==> src/rtl/bsg_axil_store_packer_pipelined_pkg.sv <==
// Shared types for the AXI-Lite store packer: response codes and the
// per-transaction tracker entry kept while a response is pending.
package bsg_axil_store_packer_pipelined_pkg;

    typedef enum logic [1:0] {
        e_axi_resp_okay   = 2'b00,
        e_axi_resp_exokay = 2'b01,
        e_axi_resp_slverr = 2'b10,
        e_axi_resp_decerr = 2'b11
    } axi_resp_type_e;

    typedef struct packed {
        logic is_write;
        logic err;
    } tracker_entry_s;

    localparam int tracker_width_lp = $bits(tracker_entry_s);

    function automatic axi_resp_type_e resp_for(input logic err);
        return err ? e_axi_resp_slverr : e_axi_resp_okay;
    endfunction

endpackage

==> src/rtl/bsg_axil_store_packer_pipelined_tracker.sv <==
// Small in-order FIFO of outstanding transactions. No bypass: an entry
// written this cycle is visible at the head only from the next cycle.
module bsg_axil_store_packer_pipelined_tracker
    import bsg_axil_store_packer_pipelined_pkg::*;
    #(parameter int els_p = 4)
    (input  logic           clk_i,
     input  logic           reset_n_i,
     input  logic           v_i,
     input  tracker_entry_s data_i,
     output logic           ready_o,
     output logic           v_o,
     output tracker_entry_s data_o,
     input  logic           yumi_i);

    localparam int ptr_w_lp = (els_p > 1) ? $clog2(els_p) : 1;
    localparam int cnt_w_lp = $clog2(els_p + 1);

    tracker_entry_s        mem_q [els_p];
    logic [ptr_w_lp-1:0]   wptr_q, wptr_d, rptr_q, rptr_d;
    logic [cnt_w_lp-1:0]   count_q, count_d;

    always_comb begin
        wptr_d  = wptr_q;
        rptr_d  = rptr_q;
        count_d = count_q;
        if (v_i)
            wptr_d = (wptr_q == ptr_w_lp'(els_p - 1)) ? '0 : wptr_q + 1'b1;
        if (yumi_i)
            rptr_d = (rptr_q == ptr_w_lp'(els_p - 1)) ? '0 : rptr_q + 1'b1;
        if (v_i & ~yumi_i)
            count_d = count_q + 1'b1;
        else if (~v_i & yumi_i)
            count_d = count_q - 1'b1;
    end

    always_ff @(posedge clk_i) begin
        if (!reset_n_i) begin
            wptr_q  <= '0;
            rptr_q  <= '0;
            count_q <= '0;
        end else begin
            wptr_q  <= wptr_d;
            rptr_q  <= rptr_d;
            count_q <= count_d;
        end
    end

    always_ff @(posedge clk_i) begin
        if (v_i)
            mem_q[wptr_q] <= data_i;
    end

    assign ready_o = (count_q != cnt_w_lp'(els_p));
    assign v_o     = (count_q != '0);
    assign data_o  = mem_q[rptr_q];

endmodule

==> src/rtl/bsg_axil_store_packer_pipelined.sv <==
// AXI-Lite subordinate that turns reads/writes into single-word command packets
// {wnr, addr, data} and returns responses in issue order from a small tracker.
module bsg_axil_store_packer_pipelined
    import bsg_axil_store_packer_pipelined_pkg::*;
    #(parameter int axil_addr_width_p    = 32,
      parameter int axil_data_width_p    = 32,
      parameter int payload_data_width_p = 8,
      parameter int payload_addr_width_p = axil_data_width_p - payload_data_width_p - 1,
      parameter int addr_shift_p         = 0,
      parameter int els_p                = 4)
    (input  logic                           clk_i,
     input  logic                           reset_n_i,
     input  logic [axil_addr_width_p-1:0]   s_axil_awaddr_i,
     input  logic [2:0]                     s_axil_awprot_i,
     input  logic                           s_axil_awvalid_i,
     output logic                           s_axil_awready_o,
     input  logic [axil_data_width_p-1:0]   s_axil_wdata_i,
     input  logic [axil_data_width_p/8-1:0] s_axil_wstrb_i,
     input  logic                           s_axil_wvalid_i,
     output logic                           s_axil_wready_o,
     output logic [1:0]                     s_axil_bresp_o,
     output logic                           s_axil_bvalid_o,
     input  logic                           s_axil_bready_i,
     input  logic [axil_addr_width_p-1:0]   s_axil_araddr_i,
     input  logic [2:0]                     s_axil_arprot_i,
     input  logic                           s_axil_arvalid_i,
     output logic                           s_axil_arready_o,
     output logic [axil_data_width_p-1:0]   s_axil_rdata_o,
     output logic [1:0]                     s_axil_rresp_o,
     output logic                           s_axil_rvalid_o,
     input  logic                           s_axil_rready_i,
     output logic [axil_data_width_p-1:0]   data_o,
     output logic                           v_o,
     input  logic                           ready_i,
     input  logic [axil_data_width_p-1:0]   data_i,
     input  logic                           v_i,
     output logic                           ready_o);

    localparam int pa_lp       = payload_addr_width_p;
    localparam int pd_lp       = payload_data_width_p;
    localparam int pkt_w_lp    = 1 + pa_lp + pd_lp;
    localparam int strb_lp     = pd_lp / 8;
    localparam int addr_ext_lp = (pa_lp > axil_addr_width_p) ? pa_lp : axil_addr_width_p;

    logic [addr_ext_lp-1:0] aw_word, ar_word;
    logic                   w_err, r_err, sel_err;
    logic                   w_cand, r_cand, grant_w, grant_r, granted, issue;
    logic                   prio_write_q, prio_write_d;
    logic [pkt_w_lp-1:0]    pkt;
    logic                   trk_ready, trk_v, trk_deq, head_ok_read;
    tracker_entry_s         head, enq_entry;
    logic                   unused_ok;

    assign aw_word = addr_ext_lp'(s_axil_awaddr_i) >> addr_shift_p;
    assign ar_word = addr_ext_lp'(s_axil_araddr_i) >> addr_shift_p;
    assign w_err   = (|(aw_word >> pa_lp)) | ~(&s_axil_wstrb_i[strb_lp-1:0]);
    assign r_err   = |(ar_word >> pa_lp);

    // Round-robin: prio_write_q set means the write side wins the next tie.
    assign w_cand  = s_axil_awvalid_i & s_axil_wvalid_i;
    assign r_cand  = s_axil_arvalid_i;
    assign grant_w = w_cand & (~r_cand | prio_write_q);
    assign grant_r = r_cand & ~grant_w;
    assign granted = grant_w | grant_r;
    assign sel_err = grant_w ? w_err : r_err;

    // Errored requests retire without the link, so they need no ready_i.
    assign issue   = reset_n_i & granted & trk_ready & (sel_err | ready_i);
    assign v_o     = reset_n_i & granted & ~sel_err & trk_ready;

    assign s_axil_awready_o = issue & grant_w;
    assign s_axil_wready_o  = issue & grant_w;
    assign s_axil_arready_o = issue & grant_r;

    assign pkt    = grant_w ? {1'b1, aw_word[pa_lp-1:0], s_axil_wdata_i[pd_lp-1:0]}
                            : {1'b0, ar_word[pa_lp-1:0], {pd_lp{1'b0}}};
    assign data_o = axil_data_width_p'(pkt);

    assign prio_write_d = issue ? grant_r : prio_write_q;

    always_ff @(posedge clk_i) begin
        if (!reset_n_i)
            prio_write_q <= 1'b0;
        else
            prio_write_q <= prio_write_d;
    end

    assign enq_entry = '{is_write: grant_w, err: sel_err};

    bsg_axil_store_packer_pipelined_tracker #(.els_p(els_p)) tracker (
        .clk_i    (clk_i),
        .reset_n_i(reset_n_i),
        .v_i      (issue),
        .data_i   (enq_entry),
        .ready_o  (trk_ready),
        .v_o      (trk_v),
        .data_o   (head),
        .yumi_i   (trk_deq)
    );

    assign head_ok_read    = trk_v & ~head.is_write & ~head.err;
    assign s_axil_bvalid_o = reset_n_i & trk_v & head.is_write;
    assign s_axil_bresp_o  = resp_for(head.err);
    assign s_axil_rvalid_o = reset_n_i & trk_v & ~head.is_write & (head.err | v_i);
    assign s_axil_rresp_o  = resp_for(head.err);
    assign s_axil_rdata_o  = head.err ? '0 : data_i;
    assign ready_o         = reset_n_i & head_ok_read & s_axil_rready_i;

    assign trk_deq = (s_axil_bvalid_o & s_axil_bready_i) | (s_axil_rvalid_o & s_axil_rready_i);

    assign unused_ok = ^{s_axil_awprot_i, s_axil_arprot_i, s_axil_wdata_i, s_axil_wstrb_i,
                         aw_word, ar_word};

    // Link responses are only legal while an accepted read is waiting for them.
    assert property (@(posedge clk_i) disable iff (!reset_n_i)
                     v_i |-> (trk_v && !head.is_write));

endmodule

==> config.mk <==
export PLATFORM = sky130hd
export DESIGN_NAME = bsg_axil_store_packer_pipelined
export DESIGN_NICKNAME = d
export VERILOG_FILES = /design/src/rtl/bsg_axil_store_packer_pipelined_pkg.sv /design/src/rtl/bsg_axil_store_packer_pipelined_tracker.sv /design/src/rtl/bsg_axil_store_packer_pipelined.sv
export SDC_FILE = /design/constraint.sdc
export NUM_CORES = 1
export LEC_CHECK = 0
export CELL_PAD_IN_SITES_DETAIL_PLACEMENT = 1
export CELL_PAD_IN_SITES_GLOBAL_PLACEMENT = 1
export CORE_UTILIZATION = 15
export CTS_CLUSTER_SIZE = 14
export DETAILED_ROUTE_END_ITERATION = 8
export MAX_ROUTING_LAYER = met4
export PLACE_DENSITY = 0.86
export SYNTH_ARGS = -nofsm -noshare
export SYNTH_HDL_FRONTEND = slang
export SYNTH_SLANG_ARGS = --single-unit
==> constraint.sdc <==
create_clock -name clk_i -period 2.9 [get_ports clk_i]
set_clock_uncertainty 0.2 [all_clocks]
set_input_delay 0.435 -clock clk_i [delete_from_list [all_inputs] [get_ports clk_i]]
set_output_delay 0.435 -clock clk_i [all_outputs]
set_load 0.05 [all_outputs]
==> results of run 1 <==
[cells by family (layout without fill, tap and decap cells)]
group / count (synthesis) / in the layout / share of synthesized area [%]
muxes: 28 / 28 / 20.96
AOI/OAI and AO/OA: 18 / 18 / 9.783
DFF: 18 / 18 / 27.33
and+or+nand+nor: 77 / 77 / 28.26
xor gates and xnor gates: 2 / 2 / 1.087
adders and majority gates: 7 / 7 / 5.901
other: 1 / 2 / 0.2327
buffers and inverters: 22 / 215 / 6.444
[Yosys cell counts, types with 2 or more instances]
| library cell | number |
|---|---|
| a211o_1 | 2 |
| a21oi_1 | 3 |
| a31oi_1 | 2 |
| and2_1 | 14 |
| and2b_1 | 4 |
| buf_2 | 2 |
| buf_4 | 5 |
| clkbuf_1 | 5 |
| dfxtp_1 | 10 |
| edfxtp_1 | 8 |
| ha_1 | 6 |
| inv_1 | 8 |
| mux2_2 | 23 |
| mux2i_1 | 2 |
| mux4_2 | 2 |
| nand2_1 | 6 |
| nand3_1 | 3 |
| nor2_1 | 6 |
| nor2b_1 | 28 |
| nor3_1 | 3 |
| nor4_1 | 6 |
| o21ai_0 | 3 |
| or4_1 | 2 |
| xor2_1 | 2 |
[worst max-delay path by stage]
stage	cells past startpoint	slack, ps	end	from
after floorplan	3	60	s_axil_rdata_o[20]	flop
after global routing	10	10	tracker.count_q[2]	s_axil_arvalid_i
after detailed placement	10	-190	tracker.count_q[2]	s_axil_arvalid_i
after global placement	10	-70	tracker.count_q[2]	s_axil_arvalid_i
final	10	140	tracker.count_q[2]	s_axil_arvalid_i
after CTS	6	40	data_o[23]	s_axil_awvalid_i
[report_power, final]
group          internal, mW  switching (mW)
logic                 0.603           0.646
clock network        0.0937          0.0771
registers             0.317          0.0582
total                  1.01           0.781
[critical path, delay by kind of cell]
kind | cells | cell delay (ps)
compound gates | 4 | 660
buf+inv | 2 | 620
fa+ha+maj | 2 | 580
simple gates | 1 | 300
xor+xnor | 1 | 150
[layer usage]
metal  track usage [%]  vias to the layer above  wire, um
li1                  -                      985         -
met1             12.91                      937      2669
met2             28.85                      153      4326
met3             2.226                        4       705
met4             3.274                        0        55
met5                 -                        -         0
[final cells by class]
type,count,area share (%)
Clock inverter,1,0.08931
Clock buffer,3,0.9824
Sequential cell,18,10.48
Multi-Input combinational cell,134,26.41
Inverter,9,0.8038
Timing Repair Buffer,202,57.19
Tap cell,136,4.049
[through the flow]
stage                     hold slack, ps  TNS [ps]
after detailed placement           300.2    -271.9
after global routing               343.5         0
after floorplan                    269.8         0
after CTS                          316.1         0
after global placement             285.4    -98.13
final                              317.1         0
[timing repair]
item / CTS / global route
buffers inserted: 0 / 0
resized for setup: 1 / 6
endpoints found under the setup margin: 2 / 8
pin swaps: 0 / 3
==> impl_metrics.toml, run 1 <==
[status]
outcome = "finished clean"

[drt]
initialDrtViolationCount = 49
drt_pre_antenna_iters = 3
antenna_left = 0
dr_total_vias = 2079
wire_per_inst_um = 15.42
detail_route.drc_violations = 0
routed_wl_mm = 7.756
drt-vias-per-instance = 4.133

[clock_network]
cts_tree = "done"
h-tree-depth = 1
bufs_on_longest_clock_path = 2
cts_buffers = 3
cts.reportedPaths.clkPinSlew_ps = 60
cts-hold-fix-buffers = 0
clockRootBuffer = "clkbuf_8"
clock-sinks = 18
clk_latency_ps = 240

[logic_synthesis]
synth-edff-count = 8
most_common_flop_cell_mapped_by_yosys = "dfxtp_1"
synth.top_cells.by_area = "mux2_2 (16%), edfxtp_1 (15%), dfxtp_1 (12%)"
async_reset_ff_share_pct = 0
synthesis.instances = 173
post_synth_top_area_share_pct = 16.07
syn-cell-area_mm2 = 0.001612
yosys_register_bits = 18
synth_area_per_cell_um2 = 9.315
synth.yosys.seq_area_share_pct = 27.33
synth_top_cell_by_area = "mux2_2"
unique_cell_type_count_in_the_yosys_netlist = 42
yosysWarnings = 0

[power_and_ir_drop]
vdd.ir_drop.worst_v = 0.0001506
power_leakage_nw = 1.626
report.power.total_mw = 1.795
power_density_mw_per_mm2 = 427.2

[sta]
final_min_period_over_clock_period_pct = 95.13
worst_slew_margin_rel_pct = 64.56
clock.fmax_mhz = 362.5
report.final.hold_viol_count = 0
setup_viol = 0
unrepaired_setup_endpoints_after_global_routing = "false"
worst_pin_slew_ps = 527.1
fin_crit_ps = 2759
post-route-worst-setup-slack_ps = 141.3
timing_max_transition_violations_final = 0

[die]
boundaryPins = 222
fp-row-count = 37
die_w_um = 105.7
die-height_um = 105.7
die_area_mm2 = 0.01116
coreArea_mm2 = 0.01037
initial_utilization_pct = 15.54

[critical_path]
worstSetupStartpointType = "input port"
slowest_delay_ps = 560
critPathKind = "input port to flop"
worst_ep_arrival_time_ps = 2740
rrSetupSlack_ps = 170
req_time_crit_path_ps = 2880
crit_slowest_cell = "clkdlybuf4s50_1"
reg2reg_depth = 10
r2r_path_end = "tracker.count_q[2]"
critical_path.max_fanout = 3
cp_cell_sequence = "clkdlybuf4s50_1, a21oi_1, a211o_1, a21oi_2, ha_1, inv_1, fa_1, xor2_1, or3_1, a21oi_1"
crit_path_end_kind = "flop"
timing.critical_path.mode_cell = "a21oi_1"

[hold_path]
hold-path-endpoint = "prio_write_q"
timing.hold.worst.class = "flop to flop"
min_path_cells = 2
hold_path.startpoint = "prio_write_q"

[final_layout]
antennaDiodeCount = 0
nets = 522
regArea_um2 = 440.4
finalNonFillerCells = 503
layout_commonest_cell = "clkdlybuf4s50_1"
fill_cells = 1153
area_growth_pct = 160.8
most-common-layout-cells = "clkdlybuf4s50_1 (113), buf_12 (48), buf_4 (40)"
layout-drive-gt1-share_pct = 34.88
design_area_mm2 = 0.004203
final_core_util_pct = 40.53
multiInputGateArea_mm2 = 0.001110

[global_route]
grt_usage_pct = 13.87
vias_in_the_first_global_route = 2337
globalRouteOverflowTotal = 0
grt_first_pass_wirelength_mm = 11.72
grt_antenna_before_repair = 0
maximum_number_of_pins_on_one_net_before_global_route_repair = 38

[placement]
dpl_cell_area_mm2 = 0.004130
dpl_worst_slack_ps = -193.9
place.detailed.instances = 499
post-dp-hpwl_mm = 6.887
gp_congestion = 0.8134
placement.io_buffers = 186

[job]
drv.max_cap_violation_count = 0
No activity file was read; power rests on OpenSTA's default activity.
==> run 2, diff against run 1 <==
HOLD_SLACK_MARGIN = 0.05   (was default)
SYNTH_HIERARCHICAL = 1   (was default)
==> run 2 against run 1 <==
Net effect: worst setup slack got worse by 67 ps; clock-buffer cell count unchanged; synthesized cell count decreased by 4.6%; global-route usage fell by 1.2 points; critical path type is now input port to primary output; first-iteration DRC count fell by 35%; die area fell by 0.15%; combinational power fell by 7%; via count shrank 3.3%; routed wire length is 8.3% lower; register-to-register slack got worse by 80 ps; highest routed layer unchanged; cell area down 2.5%; critical path depth shrank 1; largest cell class unchanged.
==> impl_metrics.toml, run 2 <==
[power_and_ir_drop]
vdd.ir_drop.worst_v = 0.0002022
power.internal_mw = 0.9703
power_density_mw_per_mm2 = 411.8
sequentialPowerShare_pct = 20.6
switching_share_pct = 42.51
switching_power_summed_over_all_nets_mw = 0.7173
comb_power_share_pct = 68.5
power_leakage_nw = 1.585
power_frac_clock_pct = 10.8

[logic_synthesis]
netlist_top_cells_count = "nor2b_1 (37), mux2_2 (23), and2_1 (15)"
synth.yosys.seq_area_share_pct = 27.37
synth_area_per_cell_um2 = 9.752
synth_top_cell_by_area = "mux2_2"
synthesis.instances = 165
yosysWarnings = 6
synth-edff-count = 8
post_synth_top_area_share_pct = 16.10
async_reset_ff_share_pct = 0
unique_cell_type_count_in_the_yosys_netlist = 41
most_common_flop_cell_mapped_by_yosys = "dfxtp_1"
yosys_register_bits = 18
syn-cell-area_mm2 = 0.001609
synth.top_cells.by_area = "mux2_2 (16%), edfxtp_1 (15%), nor2b_1 (14%)"
synthMostInstantiatedCell = "nor2b_1"

[final_layout]
antennaDiodeCount = 0
finalNonFillerCells = 502
nets = 521
layout_commonest_cell = "clkdlybuf4s50_1"
area_growth_pct = 154.7
fill_cells = 1177
most-common-layout-cells = "clkdlybuf4s50_1 (113), buf_4 (60), nor2b_1 (37)"
layout-drive-gt1-share_pct = 39.89
final_core_util_pct = 39.52
design_area_mm2 = 0.004098

[critical_path]
worst_ep_arrival_time_ps = 2190
setup.worst_path.start = "s_axil_awvalid_i"
req_time_crit_path_ps = 2270
critical_path.max_fanout = 3
reg2reg_from = "tracker/mem_q[3][0]"
crit_path_end_kind = "primary output"
critPathKind = "input port to primary output"
worstSetupStartpointType = "input port"

[placement]
place.detailed.instances = 496
gp_congestion = 0.7772
dpl_cell_area_mm2 = 0.003993
post-dp-hpwl_mm = 6.184
placement.io_buffers = 186

[sta]
final_min_period_over_clock_period_pct = 97.44
unrepaired_setup_endpoints_after_global_routing = "true"
setup_viol = 0
fin_crit_ps = 2826
timing_max_transition_violations_final = 0
hold_slack_ps = 320.5
report.final.hold_viol_count = 0
clock.fmax_mhz = 353.9

[clock_network]
bufs_on_longest_clock_path = 2
clockRootBuffer = "clkbuf_8"
cts_buffers = 3
cts-hold-fix-buffers = 0
clock-sinks = 18
clk_latency_ps = 260
cts.reportedPaths.clkPinSlew_ps = 70
cts_tree = "done"
h-tree-depth = 1

[job]
drv.max_cap_violation_count = 0

[status]
outcome = "finished clean"

[drt]
drt_pre_antenna_iters = 3
drt-vias-per-instance = 4.006
detail_route.drc_violations = 0
wire_per_inst_um = 14.17
routed_wl_mm = 7.111
dr_total_vias = 2011
antenna_left = 0
initialDrtViolationCount = 32

[hold_path]
hold_path.startpoint = "prio_write_q"
timing.hold.worst.class = "flop to flop"

[die]
coreArea_mm2 = 0.01037
die-height_um = 105.6
fp-row-count = 37
die_w_um = 105.6
die_area_mm2 = 0.01115
initial_utilization_pct = 15.52
boundaryPins = 222

[global_route]
grt_antenna_before_repair = 0
grt_usage_pct = 12.65
maximum_number_of_pins_on_one_net_before_global_route_repair = 38
vias_in_the_first_global_route = 2245
grt_first_pass_wirelength_mm = 10.94
globalRouteOverflowTotal = 0
[run 2: critical path, stage by stage]
cell and delay (ps):
clkdlybuf4s50_1 440, nand2_2 110, a21o_4 130, clkinv_8 50
mux2i_4 180, buf_4 160, a2111oi_4 350, buf_4 190
buf_12 130
[run 2: what timing repair did]
action / in CTS / in global routing
gates cloned: 0 / 0
pin swaps: 0 / 1
setup buffers: 0 / 2
setup endpoints to repair: 23 / 2
gates resized for setup: 3 / 7
[run 2: path summary, 6_finish.rpt]
kind                              to  slack, ps  cells after the start
hold / removal          prio_write_q        320                      2
setup / recovery    s_axil_arready_o         70                      9
setup reg to reg  tracker/count_q[2]         90                     11
hold reg to reg         prio_write_q        320                      2
[run 2: cells by family after synthesis]
logic type               after synthesis  synth area share (%)
adder cells (fa/ha/maj)                7                 5.910
XOR/XNOR                               2                 1.089
AO/OA/AOI/OAI                         12                 6.921
other                                  1                0.2331
multiplexers                          30                 22.78
AND/OR/NAND/NOR                       75                 28.93
buffers and inverters                 20                 6.766
flip-flops                            18                 27.37
[run 2: through the flow]
step	TNS (ps)	power (mW)	setup slack [ps]
global placement	-119.7	1.443	-119.7
global route	-41.12	1.780	-39.99
finish	0	1.688	74.25
floorplan	-151.8	0.9656	-100.3
CTS	-1.953	1.666	-1.953
detailed placement	-316.3	1.478	-222.6
[run 2: metal layers]
layer | global-route usage, % | share of wire [%]
met1 | 12.48 | 36
met2 | 23.83 | 51
met3 | 4.824 | 13
met4 | 2.083 | 0.83
met5 | - | 0
[run 2: layout make-up]
class                      instances  area (um^2)  share of cell area (%)
multi-input combinational        128         1139                   27.79
clock inverter                     1        3.754                 0.09160
tap                              136        170.2                   4.153
inverter                           9        46.29                   1.130
clock buffer                       3        41.29                   1.008
sequential                        18        444.2                   10.84
timing repair buffer             207         2253                   54.99
[run 2: power groups by stage]
stage / clock (mW) / sequential (mW) / combinational (mW)
floorplan: 0 / 0.343 / 0.623
finish: 0.183 / 0.348 / 1.16
CTS: 0.184 / 0.348 / 1.13
detailed placement: 0 / 0.353 / 1.13
global placement: 0 / 0.349 / 1.09
global route: 0.196 / 0.357 / 1.23
